[config.mk]
export PLATFORM = sky130hd
export DESIGN_NAME = lcd_cfah_responder
export DESIGN_NICKNAME = d
export VERILOG_FILES = /design/src/rtl/lcd_cfah_responder.sv
export SDC_FILE = /design/constraint.sdc
export NUM_CORES = 1
export LEC_CHECK = 0
export BUFFER_PORTS_ARGS = -buffer_cell sky130_fd_sc_hd__buf_2
export CAP_MARGIN = 20
export CORE_UTILIZATION = 40
export CTS_CLUSTER_SIZE = 20
export DETAILED_ROUTE_END_ITERATION = 12
export SYNTH_ARGS = -nofsm -noshare
export SYNTH_HDL_FRONTEND = slang
export SYNTH_SLANG_ARGS = --single-unit
[constraint.sdc]
create_clock -name clk -period 4.8 [get_ports clk]
set_input_delay 0.96 -clock clk [delete_from_list [all_inputs] [get_ports clk]]
set_output_delay 0.96 -clock clk [all_outputs]
set_load 0.02 [all_outputs]
[src/rtl/lcd_cfah_responder.sv]
// ----------------------------------------------------------------------------
// lcd_cfah_responder
//   Device-side model of the CFAH1602 parallel bus. It sits where the LCD
//   controller would be and answers the initiator (lcd_cfah_itf). It samples
//   RS/RW/EN/DATA, captures writes, drives read data, and models the busy flag
//   and the 7-bit DDRAM address counter.
//
// Configuration macro: LCD_RESP_BUSY_EN
//   defined   : busy counter, o_busy, status busy bit and o_violation active
//   undefined : no busy counter; o_busy, status bit7 and o_violation are 0
//
// Ports
//   clk, rst_n     clock, asynchronous active-low reset
//   i_rs/i_rw      RS (0 instr/status, 1 data), RW (0 write, 1 read)
//   i_en           EN strobe, asynchronous to clk
//   i_data         bus data from the initiator
//   o_data         read data, valid while o_data_oe=1
//   o_data_oe      tristate enable for o_data
//   i_rd_data      byte returned on data reads
//   o_wr_data      captured write byte, o_wr_rs its RS
//   o_wr_val       1-cycle pulse: write completed
//   o_rd_val       1-cycle pulse: read completed
//   o_busy         busy flag
//   o_addr         DDRAM address counter
//   o_violation    1-cycle pulse: write or data read completed while busy
// ----------------------------------------------------------------------------
module lcd_cfah_responder #(
  parameter int G_BUSY_CYCLES      = 37,
  parameter int G_BUSY_LONG_CYCLES = 1520,
  parameter int G_CNT_WIDTH        = 16
) (
  input  logic       clk,
  input  logic       rst_n,
  input  logic       i_rs,
  input  logic       i_rw,
  input  logic       i_en,
  input  logic [7:0] i_data,
  output logic [7:0] o_data,
  output logic       o_data_oe,
  input  logic [7:0] i_rd_data,
  output logic [7:0] o_wr_data,
  output logic       o_wr_rs,
  output logic       o_wr_val,
  output logic       o_rd_val,
  output logic       o_busy,
  output logic [6:0] o_addr,
  output logic       o_violation
);

  // Elaboration-time guard: the counter must be able to hold the long delay.
  if ((G_BUSY_LONG_CYCLES >= (2 ** G_CNT_WIDTH)) || (G_BUSY_CYCLES < 1)) begin : g_bad_cfg
    $error("lcd_cfah_responder: busy cycle counts do not fit G_CNT_WIDTH");
  end

  typedef enum logic [1:0] {
    S_IDLE = 2'd0,
    S_WR   = 2'd1,
    S_RD   = 2'd2
  } state_e;

  state_e     state_q, state_d;
  logic       en_meta_q, en_s_q, en_prev_q;
  logic       en_rise, en_fall;
  logic       rs_q, rs_d;
  logic [7:0] wbuf_q, wbuf_d;
  logic [7:0] rd_hold_q, rd_hold_d;
  logic [6:0] addr_q, addr_d;
  logic [7:0] wr_data_q, wr_data_d;
  logic       wr_rs_q, wr_rs_d;
  logic       wr_val_q, wr_val_d;
  logic       rd_val_q, rd_val_d;
  logic       viol_q, viol_d;
  logic       busy;
  logic       busy_at_fall;
  logic       is_home;

  assign en_rise = en_s_q & ~en_prev_q;
  assign en_fall = ~en_s_q & en_prev_q;

  // Clear (0x01) and return-home (0x02/0x03) share the long delay.
  assign is_home = (wbuf_q[7:2] == 6'd0) && (wbuf_q[1:0] != 2'd0);

`ifdef LCD_RESP_BUSY_EN
  logic [G_CNT_WIDTH-1:0] busy_cnt_q, busy_cnt_d;
  logic                   busy_load;

  // Only an accepted instruction write reloads the counter.
  assign busy_load = (state_q == S_WR) && en_fall && !rs_q && !busy_at_fall;

  always_comb begin
    busy_cnt_d = busy_cnt_q;
    if (busy_load) begin
      busy_cnt_d = is_home ? G_CNT_WIDTH'(G_BUSY_LONG_CYCLES) : G_CNT_WIDTH'(G_BUSY_CYCLES);
    end else if (busy_cnt_q != '0) begin
      busy_cnt_d = busy_cnt_q - G_CNT_WIDTH'(1);
    end
  end

  always_ff @(posedge clk or negedge rst_n) begin
    if (!rst_n) busy_cnt_q <= '0;
    else        busy_cnt_q <= busy_cnt_d;
  end

  assign busy = (busy_cnt_q != '0);
  // A counter at 1 reaches 0 on this edge, so a completing access sees it clear.
  assign busy_at_fall = (busy_cnt_q > G_CNT_WIDTH'(1));
`else
  assign busy         = 1'b0;
  assign busy_at_fall = 1'b0;
`endif

  always_comb begin
    state_d   = state_q;
    rs_d      = rs_q;
    wbuf_d    = wbuf_q;
    rd_hold_d = rd_hold_q;
    addr_d    = addr_q;
    wr_data_d = wr_data_q;
    wr_rs_d   = wr_rs_q;
    wr_val_d  = 1'b0;
    rd_val_d  = 1'b0;
    viol_d    = 1'b0;
    case (state_q)
      S_IDLE: begin
        if (en_rise) begin
          rs_d = i_rs;
          if (i_rw) begin
            state_d   = S_RD;
            rd_hold_d = i_rd_data;
          end else begin
            state_d = S_WR;
            // Load now too, so a one-cycle EN still captures a byte.
            wbuf_d  = i_data;
          end
        end
      end
      S_WR: begin
        if (en_fall) begin
          state_d   = S_IDLE;
          wr_val_d  = 1'b1;
          wr_data_d = wbuf_q;
          wr_rs_d   = rs_q;
          viol_d    = busy_at_fall;
          if (!busy_at_fall) begin
            if (rs_q)             addr_d = addr_q + 7'd1;
            else if (is_home)     addr_d = 7'd0;
            else if (wbuf_q[7])   addr_d = wbuf_q[6:0];
          end
        end else if (en_s_q) begin
          wbuf_d = i_data;
        end
      end
      S_RD: begin
        if (en_fall) begin
          state_d  = S_IDLE;
          rd_val_d = 1'b1;
          if (rs_q) begin
            addr_d = addr_q + 7'd1;
            viol_d = busy_at_fall;
          end
        end
      end
      default: state_d = S_IDLE;
    endcase
  end

  always_ff @(posedge clk or negedge rst_n) begin
    if (!rst_n) begin
      state_q   <= S_IDLE;
      en_meta_q <= 1'b0;
      en_s_q    <= 1'b0;
      en_prev_q <= 1'b0;
      rs_q      <= 1'b0;
      wbuf_q    <= 8'h00;
      rd_hold_q <= 8'h00;
      addr_q    <= 7'd0;
      wr_data_q <= 8'h00;
      wr_rs_q   <= 1'b0;
      wr_val_q  <= 1'b0;
      rd_val_q  <= 1'b0;
      viol_q    <= 1'b0;
    end else begin
      state_q   <= state_d;
      en_meta_q <= i_en;
      en_s_q    <= en_meta_q;
      en_prev_q <= en_s_q;
      rs_q      <= rs_d;
      wbuf_q    <= wbuf_d;
      rd_hold_q <= rd_hold_d;
      addr_q    <= addr_d;
      wr_data_q <= wr_data_d;
      wr_rs_q   <= wr_rs_d;
      wr_val_q  <= wr_val_d;
      rd_val_q  <= rd_val_d;
      viol_q    <= viol_d;
    end
  end

  // Output enable comes straight from the state register so reset drops it at once.
  assign o_data_oe   = (state_q == S_RD);
  assign o_data      = o_data_oe ? (rs_q ? rd_hold_q : {busy, addr_q}) : 8'h00;
  assign o_wr_data   = wr_data_q;
  assign o_wr_rs     = wr_rs_q;
  assign o_wr_val    = wr_val_q;
  assign o_rd_val    = rd_val_q;
  assign o_busy      = busy;
  assign o_addr      = addr_q;
  assign o_violation = viol_q;

endmodule

### After elaboration in Yosys (flattened, before gate mapping)

Index checks and enable logic that the tools add are counted.

| storage, ports and cells | value |
|---|---|
| bits in registers | 40 |
| logic and storage cells | 62 |

| cells by class | value |
|---|---|
| add/sub/neg operators | 1 |
| eq/ne operators | 11 |
| mux-type cells | 21 |
| bitwise gates (word level) | 4 |
| reduce and logical (&&, ||, !) cells | 13 |

Operator list:

| kind | number |
|---|---|
| two-way mux 8 bit | 6 |
| two-way mux 7 bit | 6 |
| one-hot mux 8 bit (2 select lines) | 1 |
| one-hot mux 7 bit (2 select lines) | 1 |
| != test 2 bit, second input constant | 5 |
| AND reduction 5 bit | 2 |
| adder 7 x 1 -> 7 bit, second input constant | 1 |
| logical NOT 6 bit | 1 |
| two-way mux 2 bit | 3 |
| != test 2 x 1 -> 1 bit, second input constant | 3 |
| AND reduction 2 bit | 3 |
| nonzero test 2 bit | 3 |
| != test 4 bit, second input constant | 1 |
| one-hot mux 2 bit (2 select lines) | 1 |
| two-way mux 1 bit | 3 |
| AND reduction 3 bit | 1 |
| bitwise AND 1 bit | 2 |
| == test 2 x 1 -> 1 bit, second input constant | 1 |
| == test 2 bit, second input constant | 1 |
| logical NOT 2 bit | 1 |
| inverter 1 bit | 2 |
| OR reduction 2 bit | 1 |
| logical AND 1 bit | 1 |

### Depth between registers and ports, before layout

Gate-level depths: netlist of the first run.

| logic depth | value |
|---|---|
| depth in word-level cells | 6 |
| gate-level depth with buffers | 8 |

### Worst setup path before layout of the first run

Ideal clock, no wire load.

| path | value |
|---|---|
| path kind | reg-to-output |
| from | register state_q[0] |
| to | output port o_data[0] |
| arrival | 1.364 ns |
| required time | 3.840 ns |
| slack | 2.476 ns |
| cell stages (with the launch flop) | 5 |
| path through | dfrtp_1 -> inv_1 -> ha_1 -> clkbuf_1 -> nor2b_1 |

| on the way | value |
|---|---|
| longest elaborated chain between the ends | 2 |

Ends and longest elaborated chain:

| element | RTL line | source |
|---|---|---|
| start, declared | 61 | `state_e state_q, state_d;` |
| start signal, assigned | 183 | `state_q <= state_d;` |
| == test 2 bit | 200 | `assign o_data_oe = (state_q == S_RD);` |
| net o_data_oe | 39 | `output logic o_data_oe,` |
| two-way mux 8 bit | 201 | `assign o_data = o_data_oe ? (rs_q ? rd_hold_q : {busy, addr_q}) : 8'h00;` |
| end, declared | 38 | `output logic [7:0] o_data,` |

The timed path passes the listed nets, and every way through them passes these cells.

### Worst setup path after layout of the first run

| path | value |
|---|---|
| from | register state_q[0] |
| to | output port o_data[7] |

| on the way | value |
|---|---|
| longest elaborated chain between the ends | 2 |

Ends and longest elaborated chain:

| element | RTL line |
|---|---|
| == test 2 bit | 200 |
| two-way mux 8 bit | 201 |

Every way passes these cells.

==> results of run 1 <==
sequential cells by signal, summed over array words and instances (netlist names):
name,count
o_addr,7
state_q,2
en_meta_q,1
en_s_q,1
o_wr_rs,1
o_wr_val,1
rd_hold_q,8
wbuf_q,8
o_wr_data,8
rs_q,1
o_rd_val,1
en_prev_q,1
worst min-delay path by stage:
| stage | slack, ns | startpoint | endpoint | cells after the start |
|---|---|---|---|---|
| after floorplan | 0.33 | en_meta_q$_DFF_PN0_ | en_s_q$_DFF_PN0_ | 0 |
| after global placement | 0.33 | en_meta_q$_DFF_PN0_ | en_s_q$_DFF_PN0_ | 0 |
| after detailed placement | 0.34 | en_meta_q$_DFF_PN0_ | en_s_q$_DFF_PN0_ | 0 |
| after CTS | 0.36 | en_meta_q$_DFF_PN0_ | en_s_q$_DFF_PN0_ | 0 |
| after global routing | 0.36 | en_meta_q$_DFF_PN0_ | en_s_q$_DFF_PN0_ | 0 |
| final | 0.35 | en_meta_q$_DFF_PN0_ | en_s_q$_DFF_PN0_ | 0 |
metrics by stage:
| stage | util | hold slack (ns) | worst slack (ns) |
|---|---|---|---|
| floorplan | - | 0.331 | 2.48 |
| global route | 0.508 | 0.360 | 2.14 |
| CTS | 0.508 | 0.357 | 2.24 |
| detailed placement | 0.484 | 0.340 | 2.58 |
| finish | 0.508 | 0.353 | 2.25 |
| global placement | 0.484 | 0.334 | 2.63 |
cell usage after synthesis (all sizes together), types with 2 or more instances:
| library cell | n | area share |
|---|---|---|
| ha | 4 | 0.026 |
| a21o | 2 | 0.0079 |
| mux2i | 7 | 0.037 |
| nand3 | 2 | 0.0053 |
| or2 | 2 | 0.0066 |
| clkbuf | 2 | 0.0039 |
| dfrtp | 40 | 0.53 |
| nand2 | 6 | 0.012 |
| nor3b | 2 | 0.0079 |
| a21oi | 5 | 0.013 |
| o21ai | 12 | 0.034 |
| a31oi | 3 | 0.0099 |
| and3 | 4 | 0.013 |
| nand3b | 2 | 0.0079 |
| inv | 6 | 0.012 |
| mux2 | 27 | 0.16 |
| a22oi | 2 | 0.0079 |
| nor3 | 2 | 0.0053 |
| a22o | 2 | 0.0092 |
| nor2 | 10 | 0.020 |
| buf | 5 | 0.018 |
| nor2b | 8 | 0.026 |
worst reg2reg max path, stage by stage, from the launching register on:
cell and delay [ns]:
dfrtp_1 0.40, inv_1 0.08, ha_1 0.35, a221o_1 0.38
a21o_1 0.30, o21ai_0 0.21, o21ai_0 0.10
per-layer routing:
layer	GRT usage	vias to the layer above	wire length (um)
met5	0	-	0
met4	0.0667	0	67
met3	0.0527	7	229
met2	0.280	48	1870
met1	0.211	654	1770
li1	-	669	-
report_power, final:
part / switching [uW] / internal [uW]
Combinational: 323 / 277
Clock: 112 / 154
Sequential: 149 / 481
Total: 584 / 913
cells by family (layout without fill, tap and decap cells):
group | Yosys count | count (layout) | share of synthesized area
and+or+nand+nor | 41 | 41 | 0.114
adders and majority gates | 4 | 4 | 0.0263
muxes | 34 | 34 | 0.196
buffers and inverters | 13 | 61 | 0.0342
AOI/OAI and AO/OA | 30 | 30 | 0.102
DFF | 40 | 40 | 0.526
other | 1 | 2 | 0.00197
area by class of cell:
type / instances / share of cell area
clock inverters: 2 / 0.0154
inverters: 6 / 0.00991
flip-flops and latches: 40 / 0.440
repair buffers: 47 / 0.103
clock buffers: 6 / 0.0319
multi-input cells: 111 / 0.370
well taps: 52 / 0.0286
==> metrics.cfg, run 1 <==
[clock_tree]
cts_tree=done
clkTransAtPathRegs_ns=0.08
ctsResizeCount=0
post_cts_buffers=0
holdBufCountCts=0
cts_root_buf=clkbuf_8
clk_path_buf_depth=2
cts_buffers=5
clock_latency_ns=0.29
htree_levels=2
cts.sinks=40

[timing]
fmax_ghz=0.393
hold_viol=0
worst_pin_slew_ns=0.872
drv_slew=0
finalClockSkew_ns=0.00602
tns_ns=0
rsz0062_at_grt=no
period_share=0.531
setup_viol=0
period_minus_slack_ns=2.55
max_slew_margin=0.419

[global_route]
grt_pass1_wl_um=6490
grt_max_degree=41
grt_use_total=0.170
grt_overflow=0
antenna_found_initial=0
grt_pass1_vias=1377

[finish]
fin_nets=236
final_common_cell=buf_2
regArea_mm2=0.00100
layout.cells.non_filler=264
fill_cells=419
diodes=0
syn2layout_area_growth_pct=19.4
finalInstanceArea_mm2=0.00227
multiInputGateArea_um2=842
drive_gt1_frac=0.401
layout_common_cells=buf_2, dfrtp_1, mux2_2

[logic_synthesis]
ys_types=35
async_flop_share=1.00
syn_area_mm2=0.00190
ys_ff_latch=40
synth_enable_flop_cells=0
yosys_warnings=0
syn_area_per_cell_um2=11.7
synthCells=163
ys_seq_area_frac=0.526
ys.flop_type=dfrtp_1

[power]
ir_drop_mv=0.255
power_uw=1500
power.density_mw_per_mm2=658
leakage_uw=0.00112

[route]
viasPerCell=5.22
drt-initial-drc-count=92
drc=4
wl_per_cell_um=14.9
vias=1378
final_antenna_net_count=0
drt_wl_total_um=3940
firstDrtPassIters=10

[placement]
io_buffers=47
placedCellCount=256
placement.cell_area_mm2=0.00217
detailedPlacementHpwl_um=2880
gp_congestion=0.737

[job]
maxCapViolCount=0

[critical_path]
critPathRequiredTime_ns=3.84
rr_worst_depth=6
max_stage_delay_ns=0.42
crit_path_max_fanout=13
r2r_start=state_q[0]$_DFFE_PN0P_
cp-end-kind=output pin
slowest_stage=dfrtp_1
cp_top_family=flip-flops
path_cells=inv_1 -> ha_1 -> and3_1 -> buf_2
path_buf_inv=2
critPathCapture=o_data[7]
cp.depth=4
crit_type=flop to output pin
regToRegSetupSlack_ns=2.84
startpoint=state_q[0]$_DFFE_PN0P_
r2r-end=o_addr[3]$_DFFE_PN0P_
startpoint_type=flop
critical_path_arrival_ns=1.59

[die]
core_area_mm2=0.00447
die_area_mm2=0.00504
fp.dieH_um=71
pin_count=50
initial_utilization=0.426
die_w_um=71
row_count=24

[status]
violations=design-rule violations
status=finished with violations

[worst_hold_path]
min_path_type=flop to flop

No activity file was read; power rests on OpenSTA's default activity.
==> inputs of run 2 (changes only) <==
--- a/config.mk
+++ b/config.mk
@@ -10,6 +10,7 @@
 export CORE_UTILIZATION = 40
 export CTS_CLUSTER_SIZE = 20
 export DETAILED_ROUTE_END_ITERATION = 12
+export PLACE_DENSITY = 0.66
 export SYNTH_ARGS = -nofsm -noshare
 export SYNTH_HDL_FRONTEND = slang
 export SYNTH_SLANG_ARGS = --single-unit
==> constraint.sdc (replaced) <==
create_clock -name clk -period 2.1 [get_ports clk]
set_input_delay 0.42 -clock clk [delete_from_list [all_inputs] [get_ports clk]]
set_output_delay 0.42 -clock clk [all_outputs]
set_load 0.02 [all_outputs]
==> run 2 against run 1 <==
The flow still finishes with violations (design-rule violations). Sequential share of layout area decreased by 1.1 points. Combinational power grew 140%. Register-to-register slack worse by 2.6 ns. Final cell count up 1.9%. Clock power rose to 2.5 times the previous value. Flip-flop and latch count unchanged. Critical path type unchanged. Global-route usage is 0.37 points lower. Total power up 130%.
==> metrics.cfg, run 2 (synthesis results as in run 1) <==
[clock_tree]
cts.sinks=40  ; unchanged
cts_tree=done
post_cts_buffers=0  ; unchanged
htree_levels=2  ; unchanged
clock_latency_ns=0.29  ; about the same
ctsResizeCount=0  ; unchanged
clkTransAtPathRegs_ns=0.08  ; about the same
cts_buffers=5  ; unchanged
holdBufCountCts=0  ; unchanged
cts_root_buf=clkbuf_8
clk_path_buf_depth=2  ; unchanged

[route]
drc=6  ; +2
drt_wl_total_um=3710  ; -5.8%
final_antenna_net_count=0  ; unchanged
wl_per_cell_um=13.8  ; -7.5%
vias=1379  ; +0.073%
drt-initial-drc-count=57  ; -38%
firstDrtPassIters=10  ; unchanged
viasPerCell=5.13  ; -1.8%

[status]
status=finished with violations
violations=design-rule violations

[timing]
rsz0062_at_grt=no
layout_setup_ws_ns=0.222  ; -2.03 ns
fmax_ghz=0.532
finalClockSkew_ns=0.00795  ; +0.00193 ns
period_share=0.894
tns_ns=0  ; unchanged
hold_viol=0  ; unchanged
period_minus_slack_ns=1.88
drv_slew=0  ; unchanged
setup_viol=0  ; unchanged

[critical_path]
r2r-end=o_addr[6]$_DFFE_PN0P_
crit_path_max_fanout=12  ; -1
startpoint_type=flop
regToRegSetupSlack_ns=0.23  ; -2.61 ns
slowest_stage=dfrtp_1
critPathRequiredTime_ns=1.68  ; -2.16 ns
r2r_start=state_q[0]$_DFFE_PN0P_
path_cells=inv_1 -> ha_1 -> buf_4 -> and3_1 -> buf_2
cp_top_family=flip-flops
cp-end-kind=output pin
path_buf_inv=3  ; +1
cp.depth=5  ; +1
startpoint=state_q[0]$_DFFE_PN0P_
max_stage_delay_ns=0.40  ; -0.02 ns
critPathCapture=o_data[7]
rr_worst_depth=7  ; +1
critical_path_arrival_ns=1.46  ; -0.13 ns
crit_type=flop to output pin

[power]
power_uw=3510  ; +130%
p_seq_frac=0.398  ; -0.023
sw_frac_of_total=0.377  ; -0.0129
power.density_mw_per_mm2=1510  ; +130%
leakage_uw=0.00116  ; +3.0%
pwr-share-clk=0.191  ; +0.013
p_int_uw=2180  ; +140%
ir_drop_mv=0.653  ; +160%
switchingPower_uw=1320  ; +130%
comb_power_share=0.411  ; +0.010

[die]
pin_count=50  ; unchanged
core_area_mm2=0.00447  ; unchanged
initial_utilization=0.426  ; unchanged
row_count=24  ; unchanged
die_w_um=71  ; unchanged
fp.dieH_um=71  ; unchanged
die_area_mm2=0.00504  ; unchanged

[finish]
drive_gt1_frac=0.419  ; +0.0184
fin_nets=241  ; +2.1%
final_common_cell=buf_2
fin_util=0.521  ; +0.0126
diodes=0  ; unchanged
layout.cells.non_filler=269  ; +1.9%
layout_common_cells=buf_2, dfrtp_1, mux2_2
syn2layout_area_growth_pct=22.3

[job]
maxCapViolCount=0  ; unchanged

[global_route]
grt_overflow=0  ; unchanged
grt_pass1_wl_um=6460  ; -0.52%
grt_pass1_vias=1365  ; -0.87%
grt_use_total=0.167  ; -0.00373
antenna_found_initial=0  ; unchanged
grt_max_degree=23  ; -44%

[placement]
io_buffers=47  ; unchanged
placedCellCount=261  ; +2.0%
gp_congestion=0.819  ; +11%
detailedPlacementHpwl_um=2750  ; -4.7%
pre_cts_ws_ns=0.219  ; -2.36 ns

[worst_hold_path]
min_path_type=input pin to asynchronous set/reset pin

## run 2: cell count changes in the layout (fill, tap and decap cells not counted)
cell,change
clkbuf_1,-1
clkinv_2,-1
buf_4,+5
clkbuf_8,+2
## run 2: worst min-delay path by stage
stage / to / slack [ns] / cells past startpoint
6_report: o_wr_data[5]$_DFFE_PN0P_ / 0.08 / 1
5_1_grt: rd_hold_q[7]$_DFFE_PN0P_ / 0.13 / 1
4_1_cts: o_wr_data[5]$_DFFE_PN0P_ / 0.11 / 1
3_5_place_dp: en_s_q$_DFF_PN0_ / 0.34 / 0
3_3_place_gp: en_s_q$_DFF_PN0_ / 0.33 / 0
2_1_floorplan: en_meta_q$_DFF_PN0_ / 0.12 / 0
## run 2: worst reg2reg max path, delay by kind of cell, from the launching register on
kind,cells,cell delay [ns]
adders and majority gates,1,0.34
DFF,1,0.40
AOI/OAI and AO/OA,4,0.88
buffers and inverters,2,0.14
## run 2: power groups by stage
stage | sequential (uW) | combinational (uW) | clock (uW)
floorplan | 1510 | 911 | 0
global placement | 1390 | 1430 | 0
detailed placement | 1410 | 1450 | 0
CTS | 1400 | 1460 | 692
global route | 1450 | 1600 | 717
finish | 1400 | 1440 | 669
## run 2: final cells by class
| type | instances | area [um2] |
|---|---|---|
| sequential | 40 | 1000 |
| clock inverter | 1 | 30.0 |
| multi-input combinational | 111 | 842 |
| timing repair buffer | 52 | 273 |
| fill | 403 | 2140 |
| clock buffer | 7 | 96.3 |
| inverter | 6 | 22.5 |
| tap | 52 | 65.1 |
## run 2: stage by stage
stage | hold slack [ns] | area, um2
after global routing | 0.129 | 2330
after global placement | 0.334 | 2200
after CTS | 0.106 | 2330
after floorplan | 0.124 | 1910
after detailed placement | 0.337 | 2200
final | 0.0817 | 2330
## run 2: routing by layer
layer / vias up / wire [um] / track usage
li1: 675 / - / -
met3: 8 / 235 / 0.0427
met2: 52 / 1560 / 0.239
met1: 644 / 1840 / 0.234
met5: - / 0 / 0
met4: 0 / 68 / 0.0844
